[src/rtl/vga_timing_core.sv]
// Parametrised raster timing generator.
// Two wrap counters (h, v) advance on pix_en ticks. Every flag is decoded
// from the next-count values, so each flag registers together with the
// coordinate it describes. There is no skew between flags and coordinates.
module vga_timing_core #(
    parameter int H_ACTIVE = 640,
    parameter int H_FP     = 16,
    parameter int H_SYNC   = 96,
    parameter int H_BP     = 48,
    parameter int V_ACTIVE = 480,
    parameter int V_FP     = 10,
    parameter int V_SYNC   = 2,
    parameter int V_BP     = 33,
    parameter bit H_POL    = 1'b0,
    parameter bit V_POL    = 1'b0,
    parameter int CW       = 10,
    parameter int FW       = 8
) (
    input  logic          clk,
    input  logic          rst,
    input  logic          pix_en,
    output logic          vga_h_sync,
    output logic          vga_v_sync,
    output logic          inDisplayArea,
    output logic          hblank,
    output logic          vblank,
    output logic [CW-1:0] h_count,
    output logic [CW-1:0] v_count,
    output logic          line_start,
    output logic          frame_start,
    output logic [FW-1:0] frame_count
);

    localparam int H_TOTAL = H_ACTIVE + H_FP + H_SYNC + H_BP;
    localparam int V_TOTAL = V_ACTIVE + V_FP + V_SYNC + V_BP;

    // Boundaries are held in CW+1 bits, so a total of exactly 2**CW still fits.
    localparam logic [CW:0] H_LAST     = (CW+1)'(H_TOTAL - 1);
    localparam logic [CW:0] V_LAST     = (CW+1)'(V_TOTAL - 1);
    localparam logic [CW:0] H_ACT      = (CW+1)'(H_ACTIVE);
    localparam logic [CW:0] V_ACT      = (CW+1)'(V_ACTIVE);
    localparam logic [CW:0] HS_START   = (CW+1)'(H_ACTIVE + H_FP);
    localparam logic [CW:0] HS_END     = (CW+1)'(H_ACTIVE + H_FP + H_SYNC);
    localparam logic [CW:0] VS_START   = (CW+1)'(V_ACTIVE + V_FP);
    localparam logic [CW:0] VS_END     = (CW+1)'(V_ACTIVE + V_FP + V_SYNC);

    logic          h_wrap;
    logic          v_wrap;
    logic [CW-1:0] h_next;
    logic [CW-1:0] v_next;
    logic          hblank_next;
    logic          vblank_next;
    logic          hsync_act_next;
    logic          vsync_act_next;

    // Next coordinates and the flags that describe them.
    always_comb begin
        h_wrap         = ({1'b0, h_count} == H_LAST);
        v_wrap         = ({1'b0, v_count} == V_LAST);
        h_next         = h_wrap ? '0 : h_count + CW'(1);
        v_next         = v_count;
        if (h_wrap) begin
            v_next     = v_wrap ? '0 : v_count + CW'(1);
        end
        hblank_next    = ({1'b0, h_next} >= H_ACT);
        vblank_next    = ({1'b0, v_next} >= V_ACT);
        hsync_act_next = ({1'b0, h_next} >= HS_START) && ({1'b0, h_next} < HS_END);
        vsync_act_next = ({1'b0, v_next} >= VS_START) && ({1'b0, v_next} < VS_END);
    end

    // Counters and frame count. On reset the counters park on the last pixel,
    // so the first tick lands on (0,0).
    always_ff @(posedge clk or posedge rst) begin
        if (rst) begin
            h_count     <= CW'(H_TOTAL - 1);
            v_count     <= CW'(V_TOTAL - 1);
            frame_count <= '0;
        end else if (pix_en) begin
            h_count <= h_next;
            v_count <= v_next;
            if (h_wrap && v_wrap) begin
                frame_count <= frame_count + FW'(1);
            end
        end
    end

    // Registered level flags decoded from the next coordinates.
    // These flags hold their value while pix_en is low.
    always_ff @(posedge clk or posedge rst) begin
        if (rst) begin
            vga_h_sync    <= ~H_POL;
            vga_v_sync    <= ~V_POL;
            inDisplayArea <= 1'b0;
            hblank        <= 1'b1;
            vblank        <= 1'b1;
        end else if (pix_en) begin
            vga_h_sync    <= hsync_act_next ? H_POL : ~H_POL;
            vga_v_sync    <= vsync_act_next ? V_POL : ~V_POL;
            inDisplayArea <= ~hblank_next & ~vblank_next;
            hblank        <= hblank_next;
            vblank        <= vblank_next;
        end
    end

    // One-clk strobes. Each strobe is high only after the tick that wraps
    // the counter, and is low on every other clk.
    always_ff @(posedge clk or posedge rst) begin
        if (rst) begin
            line_start  <= 1'b0;
            frame_start <= 1'b0;
        end else begin
            line_start  <= pix_en & h_wrap;
            frame_start <= pix_en & h_wrap & v_wrap;
        end
    end

endmodule

[config.mk]
export PLATFORM = sky130hd
export DESIGN_NAME = vga_timing_core
export DESIGN_NICKNAME = d
export VERILOG_FILES = /design/src/rtl/vga_timing_core.sv
export SDC_FILE = /design/constraint.sdc
export NUM_CORES = 1
export LEC_CHECK = 0
export ABC_CLOCK_PERIOD_IN_PS = 6800
export BUFFER_PORTS_ARGS = -buffer_cell sky130_fd_sc_hd__clkbuf_2
export CORE_MARGIN = 10
export CORE_UTILIZATION = 45
export DETAILED_ROUTE_END_ITERATION = 6
export HOLD_SLACK_MARGIN = 0.03
export PLACE_DENSITY = 0.67
export SLEW_MARGIN = 20
export SYNTH_ARGS = -nofsm -noshare
export SYNTH_HDL_FRONTEND = slang
export SYNTH_SLANG_ARGS = --single-unit
[constraint.sdc]
create_clock -name clk -period 6.8 [get_ports clk]
set_input_delay 0.68 -clock clk [delete_from_list [all_inputs] [get_ports clk]]
set_output_delay 0.68 -clock clk [all_outputs]
set_load 0.005 [all_outputs]
==> impl_metrics.env, run 1 <==
export IMPL_drv_cap=0
export IMPL_final_max_slew_viol_count=0
export IMPL_unrepaired_setup_endpoints_after_global_routing="no"
export IMPL_nets=256
export IMPL_final_period_util=0.369
export IMPL_multi_input_area_um2=1100
export IMPL_synth_compound_gate_area_share=0.142
export IMPL_seq_area_frac_synth=0.423
export IMPL_dp_final_hpwl_um=3320
export IMPL_post_cts_hold_buffer_count=0
export IMPL_worstRegToRegCells=6
export IMPL_crit_end="frame_count[1]"
export IMPL_worst_pin_slew_ns=0.540
export IMPL_vias_per_cell=5.71
export IMPL_cts_repair_resized=0
export IMPL_first_pass_grt_wire_length_um=8110
export IMPL_synth_lib_cells_used_distinct=52
export IMPL_static_leakage_power_nw=1.03
export IMPL_syn_cell_area_um2=2110
export IMPL_initialDrtViolationCount=166
export IMPL_die_width_um=88.5
export IMPL_avgSynthCellArea_um2=9.92
export IMPL_crit_reg2reg_capture="frame_count[1]"
export IMPL_synth_yosys_warnings=0
export IMPL_clock_tree_from_tritoncts="yes"
export IMPL_critical_path_startpoint="h_count[0]"
export IMPL_clkSinkCount=35
export IMPL_synthesized_nets=221
export IMPL_final_layout_size_suffix_gt1_frac=0.329
export IMPL_synthFlopType="sky130_fd_sc_hd__dfrtp_1"
export IMPL_rows=24
export IMPL_irDropWorstVdd_mv=0.136
export IMPL_power_per_cell_area_nw_per_um2=228
export IMPL_timing_critical_path_fanout_max=12
export IMPL_timing_critical_path_from_type="flip-flop"
export IMPL_report_final_hold_viol_count=0
export IMPL_cp_arrival_ns=2.70
export IMPL_rrSetupSlack_ns=4.29
export IMPL_cts_root_buffer_cell="sky130_fd_sc_hd__clkbuf_8"
export IMPL_worstHoldPathType="in2async"
export IMPL_grt_use_total=0.130
export IMPL_clock_latency_ns=0.31
export IMPL_first_global_vias=1688
export IMPL_insertedDiodeCount=0
export IMPL_worst_setup_hold_path_clk_slew_ns=0.09
export IMPL_cts_root_to_sink_buffers=2
export IMPL_finalWorstPathRequiredPeriod_ns=2.51
export IMPL_buffer_ports_inserted=37
export IMPL_ff_latch_area_um2=893
export IMPL_synthToLayoutAreaGrowth_pct=12.4
export IMPL_maxClockFrequency_ghz=0.398
export IMPL_worstReg2RegStart="h_count[0]"
export IMPL_cts_setup_buffers=0
export IMPL_synth_edff_count=0
export IMPL_synth_adder_area_share=0.0296
export IMPL_yosys_area_share_simple=0.265
export IMPL_synth_xor_area_frac=0.0581
export IMPL_residual_antenna_violating_net_count_after_detailed_routing=0
export IMPL_globalplace_congestion=0.876
export IMPL_grt_max_degree=36
export IMPL_grt_overflow=0
export IMPL_share_of_synthesized_registers_carrying_an_async_set_or_reset=1.00
export IMPL_worst_setup_path_end_kind="flip-flop"
export IMPL_dr_total_vias=1718
export IMPL_timing_slew_headroom=0.638
export IMPL_num_io_pins=38
export IMPL_finClkSkew_ns=0.00997
export IMPL_cts_made_buffers=5
export IMPL_share_of_synthesized_area_spent_on_multiplexers=0.0267
export IMPL_postSynthCellCount=213
export IMPL_chipHeight_um=88.5
export IMPL_initial_cell_density_of_the_core=0.475
export IMPL_antenna_violations_before_repair=0
export IMPL_setup_viol=0
export IMPL_setup_worst_path_class="reg2reg"
export IMPL_cp_data_required_time_ns=6.99
export IMPL_core_um2=4440
export IMPL_setup_tns_final_ns=0
export IMPL_fillerInstances=442
export IMPL_synth_top_family_by_area="simple AND/OR/NAND/NOR gates"
export IMPL_finalPower_uw=542
export IMPL_fp_dieArea_um2=7830
export IMPL_drc_errors=0
export IMPL_synth_seq_cells=35
export IMPL_dr_pass1_iters=4
export IMPL_wl_per_cell_um=15.6
export IMPL_number_of_h_tree_levels=2
export IMPL_drt_wl_total_um=4710
export IMPL_status="finished clean"
==> synthesized netlist by cell type (3+ instances only) <==
| cell | number | area share |
|---|---|---|
| sky130_fd_sc_hd__a21oi_1 | 10 | 0.024 |
| sky130_fd_sc_hd__a31oi_1 | 3 | 0.0089 |
| sky130_fd_sc_hd__and2_1 | 3 | 0.0089 |
| sky130_fd_sc_hd__and3_1 | 5 | 0.015 |
| sky130_fd_sc_hd__buf_6 | 3 | 0.016 |
| sky130_fd_sc_hd__dfrtp_1 | 21 | 0.25 |
| sky130_fd_sc_hd__dfstp_2 | 14 | 0.17 |
| sky130_fd_sc_hd__ha_1 | 5 | 0.030 |
| sky130_fd_sc_hd__inv_1 | 7 | 0.012 |
| sky130_fd_sc_hd__mux2_2 | 5 | 0.027 |
| sky130_fd_sc_hd__nand2_1 | 24 | 0.043 |
| sky130_fd_sc_hd__nand3_1 | 6 | 0.014 |
| sky130_fd_sc_hd__nand4_1 | 11 | 0.033 |
| sky130_fd_sc_hd__nor2_1 | 15 | 0.027 |
| sky130_fd_sc_hd__nor3_1 | 3 | 0.0071 |
| sky130_fd_sc_hd__o21ai_0 | 19 | 0.045 |
| sky130_fd_sc_hd__or3_1 | 3 | 0.0089 |
| sky130_fd_sc_hd__xnor2_1 | 12 | 0.050 |
==> metrics by stage <==
step	std cells	util	setup WS (ns)	hold slack (ns)	instance area (um2)
2_1_floorplan	213	-	4.63	0.458	2110
3_3_place_gp	293	0.513	4.36	0.456	2280
3_5_place_dp	293	0.513	4.31	0.461	2280
4_1_cts	301	0.534	4.30	0.454	2370
5_1_grt	301	0.534	4.04	0.482	2370
6_report	301	0.534	4.29	0.436	2370
==> placed cells by master (no fill, tap or decap), types with 2 or more instances in the layout <==
cell type / instances
sky130_fd_sc_hd__mux2_2: 5
sky130_fd_sc_hd__nand4_1: 11
sky130_fd_sc_hd__o211ai_1: 2
sky130_fd_sc_hd__nand3_1: 6
sky130_fd_sc_hd__nand3b_4: 2
sky130_fd_sc_hd__a21oi_1: 10
sky130_fd_sc_hd__nand2b_1: 2
sky130_fd_sc_hd__a311o_2: 2
sky130_fd_sc_hd__a31oi_1: 3
sky130_fd_sc_hd__or3_1: 3
sky130_fd_sc_hd__dfstp_2: 14
sky130_fd_sc_hd__inv_1: 7
sky130_fd_sc_hd__and2_1: 3
sky130_fd_sc_hd__clkbuf_8: 5
sky130_fd_sc_hd__clkinv_4: 2
sky130_fd_sc_hd__xor2_1: 2
sky130_fd_sc_hd__and4_1: 2
sky130_fd_sc_hd__nand2_1: 24
sky130_fd_sc_hd__o21ai_0: 19
sky130_fd_sc_hd__ha_1: 5
sky130_fd_sc_hd__and3_1: 5
sky130_fd_sc_hd__nor2_1: 15
sky130_fd_sc_hd__dfrtp_1: 21
sky130_fd_sc_hd__nor4_1: 2
sky130_fd_sc_hd__xnor2_1: 12
sky130_fd_sc_hd__nor3_1: 3
sky130_fd_sc_hd__clkbuf_2: 37
==> registers in the layout, summed over array words and instances (netlist names) <==
| register | flops |
|---|---|
| h_count | 10 |
| v_count | 10 |
| frame_count | 8 |
| frame_start | 1 |
| hblank | 1 |
| inDisplayArea | 1 |
| line_start | 1 |
| vblank | 1 |
| vga_h_sync | 1 |
| vga_v_sync | 1 |
==> worst max-delay path: stages, from the launching register on <==
cell and delay (ns):
sky130_fd_sc_hd__dfstp_2 0.59, sky130_fd_sc_hd__ha_1 0.30, sky130_fd_sc_hd__nand4_1 0.19, sky130_fd_sc_hd__nor4_4 0.28, sky130_fd_sc_hd__nand2_1 0.35, sky130_fd_sc_hd__nor2_4 0.33, sky130_fd_sc_hd__mux2_2 0.36
==> cells by family (layout without fill, tap and decap cells) <==
| family | after synthesis | after routing |
|---|---|---|
| XOR/XNOR | 14 | 14 |
| multiplexers | 5 | 5 |
| buffers and inverters | 17 | 53 |
| AND/OR/NAND/NOR | 91 | 91 |
| AO/OA/AOI/OAI | 46 | 46 |
| adder cells (fa/ha/maj) | 5 | 5 |
| flip-flops | 35 | 35 |
==> final cells by class <==
class	count	area share
clock buffer	5	0.0290
clock inverter	3	0.0105
inverter	7	0.0111
tap	52	0.0274
sequential	35	0.376
multi-input combinational	161	0.464
timing repair buffer	38	0.0812
==> layer usage <==
metal	GRT usage	share of wire
met1	0.166	0.47
met2	0.201	0.44
met3	0.0450	0.071
met4	0.0455	0.015
met5	0	0
==> worst min-delay path by stage <==
stage	end	slack, ns	cells after the start
final	frame_count[0]	0.44	3
after floorplan	hblank	0.46	2
after global routing	frame_count[5]	0.48	3
after CTS	frame_count[5]	0.45	3
after detailed placement	hblank	0.46	2
after global placement	hblank	0.46	2
==> power by group <==
group          leakage [nW]  internal (mW)  switching (mW)
clock                0.0443         0.0732          0.0879
combinational         0.559         0.0475          0.0513
sequential            0.428          0.239          0.0436
total                  1.03          0.359           0.183
Power figures use the tool's default switching activity.
==> run 2, diff against run 1 <==
--- a/config.mk
+++ b/config.mk
@@ -5,13 +5,13 @@
 export SDC_FILE = /design/constraint.sdc
 export NUM_CORES = 1
 export LEC_CHECK = 0
-export ABC_CLOCK_PERIOD_IN_PS = 6800
+export ABC_CLOCK_PERIOD_IN_PS = 2200
 export BUFFER_PORTS_ARGS = -buffer_cell sky130_fd_sc_hd__clkbuf_2
 export CORE_MARGIN = 10
 export CORE_UTILIZATION = 45
 export DETAILED_ROUTE_END_ITERATION = 6
 export HOLD_SLACK_MARGIN = 0.03
-export PLACE_DENSITY = 0.67
+export PLACE_DENSITY = 0.69
 export SLEW_MARGIN = 20
 export SYNTH_ARGS = -nofsm -noshare
 export SYNTH_HDL_FRONTEND = slang
==> constraint.sdc (replaced) <==
create_clock -name clk -period 2.2 [get_ports clk]
set_input_delay 0.22 -clock clk [delete_from_list [all_inputs] [get_ports clk]]
set_output_delay 0.22 -clock clk [all_outputs]
set_load 0.005 [all_outputs]
==> run 2 against run 1 <==
- first-iteration DRC count decreased by 17%
- worst setup slack got worse by 4.2 ns
- clock skew about the same
- non-clock buffer count increased by 17
- wire length increased by 2.3%
- critical path type unchanged
- largest cell class unchanged
==> impl_metrics.env, run 2 (synthesis gave the netlist of run 1 again) <==
export IMPL_maxClockFrequency_ghz=0.476
export IMPL_buffer_ports_inserted=37
export IMPL_antenna_violations_before_repair=0
export IMPL_timing_critical_path_fanout_max=5
export IMPL_slowest_delay_ns=0.54
export IMPL_grt_use_total=0.131
export IMPL_final_core_utilization=0.562
export IMPL_worst_path_stages=7
export IMPL_core_um2=4440
export IMPL_worstRegToRegCells=7
export IMPL_initial_cell_density_of_the_core=0.475
export IMPL_fp_dieArea_um2=7830
export IMPL_cts_root_to_sink_buffers=2
export IMPL_finClkSkew_ns=0.00956
export IMPL_dr_total_vias=1783
export IMPL_worstHoldPathType="in2reg"
export IMPL_power_per_cell_area_nw_per_um2=689
export IMPL_drt_wl_total_um=4820
export IMPL_worst_setup_path_end_kind="flip-flop"
export IMPL_rows=24
export IMPL_grt_max_degree=36
export IMPL_num_io_pins=38
export IMPL_number_of_h_tree_levels=2
export IMPL_cp_arrival_ns=2.28
export IMPL_clock_latency_ns=0.30
export IMPL_chipHeight_um=88.5
export IMPL_residual_antenna_violating_net_count_after_detailed_routing=0
export IMPL_globalplace_congestion=0.897
export IMPL_finalHoldWorstSlack_ns=0.341
export IMPL_vias_per_cell=5.61
export IMPL_cpLargestDelayFamily="simple AND/OR/NAND/NOR gates"
export IMPL_status="finished clean"
export IMPL_final_layout_size_suffix_gt1_frac=0.372
export IMPL_top_regs="h_count: 10 flops, v_count: 10 flops, frame_count: 8 flops"
export IMPL_synthToLayoutAreaGrowth_pct=18.3
export IMPL_setup_worst_path_class="reg2reg"
export IMPL_worst_pin_slew_ns=0.484
export IMPL_wl_per_cell_um=15.2
export IMPL_irDropWorstVdd_mv=0.388
export IMPL_insertedDiodeCount=0
export IMPL_mostFrequentLayoutCell="sky130_fd_sc_hd__clkbuf_2"
export IMPL_crit_end="inDisplayArea"
export IMPL_setup_viol=0
export IMPL_dr_pass1_iters=4
export IMPL_timing_critical_path_cells="ha_1 > and4_4 > nand3b_4 > or4_4 > a22oi_2 > o31ai_2 > o211a_1"
export IMPL_grt_overflow=0
export IMPL_cp_data_required_time_ns=2.38
export IMPL_worst_setup_hold_path_clk_slew_ns=0.08
export IMPL_clkSinkCount=35
export IMPL_cts_root_buffer_cell="sky130_fd_sc_hd__clkbuf_8"
export IMPL_die_width_um=88.5
export IMPL_crit_reg2reg_capture="inDisplayArea"
export IMPL_first_global_vias=1737
export IMPL_nets=273
export IMPL_cts_made_buffers=5
export IMPL_critical_path_startpoint="h_count[1]"
export IMPL_timing_critical_path_from_type="flip-flop"
export IMPL_clock_tree_from_tritoncts="yes"
export IMPL_static_leakage_power_nw=1.11
export IMPL_finalWorstPathRequiredPeriod_ns=2.10
export IMPL_drv_cap=0
export IMPL_rrSetupSlack_ns=0.10
export IMPL_first_pass_grt_wire_length_um=8290
export IMPL_timing_critical_path_slowest_stage_cell="sky130_fd_sc_hd__dfstp_2"
export IMPL_final_max_slew_viol_count=0
export IMPL_report_final_hold_viol_count=0
export IMPL_drc_errors=0
export IMPL_fillerInstances=394
export IMPL_initialDrtViolationCount=138
export IMPL_worstReg2RegStart="h_count[1]"
export IMPL_critPathBufInv=0
export IMPL_unrepaired_setup_endpoints_after_global_routing="yes"
export IMPL_layout_cells_most_common_list="sky130_fd_sc_hd__clkbuf_2, sky130_fd_sc_hd__nand2_1, sky130_fd_sc_hd__dfrtp_1"
export IMPL_dp_final_hpwl_um=3610
export IMPL_timing_slew_headroom=0.675
export IMPL_final_period_util=0.955
[run 2: how the worst min path moves through the flow]
stage	from	endpoint	slack, ns	cells after the start
2_1_floorplan	rst	frame_count[0]	0.36	1
3_3_place_gp	rst	frame_count[7]	0.33	3
3_5_place_dp	rst	frame_count[5]	0.33	3
4_1_cts	pix_en	frame_start	0.33	3
5_1_grt	pix_en	frame_start	0.37	3
6_report	pix_en	vga_v_sync	0.34	4
[run 2: through the flow]
step,setup WS (ns),instances,area [um2],setup TNS (ns),power (mW)
6_report,0.100,318,2500,0,1.72
5_1_grt,-0.00451,318,2500,-0.00451,1.83
4_1_cts,0.0756,318,2500,0,1.74
3_5_place_dp,0.100,309,2400,0,1.26
3_3_place_gp,0.141,309,2400,0,1.25
2_1_floorplan,0.0315,213,2110,0,1.08
[run 2: worst reg2reg max path, cell delays in order (launching register included)]
cell                       delay [ns]
sky130_fd_sc_hd__dfstp_2         0.54
sky130_fd_sc_hd__ha_1            0.18
sky130_fd_sc_hd__and4_4          0.27
sky130_fd_sc_hd__nand3b_4        0.09
sky130_fd_sc_hd__or4_4           0.48
sky130_fd_sc_hd__a22oi_2         0.19
sky130_fd_sc_hd__o31ai_2         0.09
sky130_fd_sc_hd__o211a_1         0.13
[run 2: per-layer routing]
layer	share of wire	up-vias	wire length, um	track usage
met5	0	-	0	0
met4	0.0098	0	47	0.0352
met3	0.072	5	347	0.0432
met2	0.46	51	2200	0.210
met1	0.46	846	2220	0.165
li1	-	881	-	-
[run 2: what timing repair did]
item | 4_1_cts | 5_1_grt
setup buffers | 0 | 0
setup endpoints to repair | 0 | 2
resized for setup | 0 | 1
hold buffers | 1 | 0
endpoints found under the hold margin | 21 | 0
[run 2: cell type report]
type / count / area [um2] / share of cell area
Inverter: 7 / 26.3 / 0.0105
Multi-Input combinational cell: 161 / 1100 / 0.441
Timing Repair Buffer: 55 / 323 / 0.129
Sequential cell: 35 / 893 / 0.358
Clock buffer: 5 / 68.8 / 0.0275
Tap cell: 52 / 65.1 / 0.0260
Clock inverter: 3 / 20.0 / 0.00801
[run 2: report_power, final]
part / leakage [nW] / internal, mW / switching, mW
logic: 0.641 / 0.206 / 0.223
clock network: 0.0402 / 0.220 / 0.250
registers: 0.428 / 0.736 / 0.0847
total: 1.11 / 1.16 / 0.558
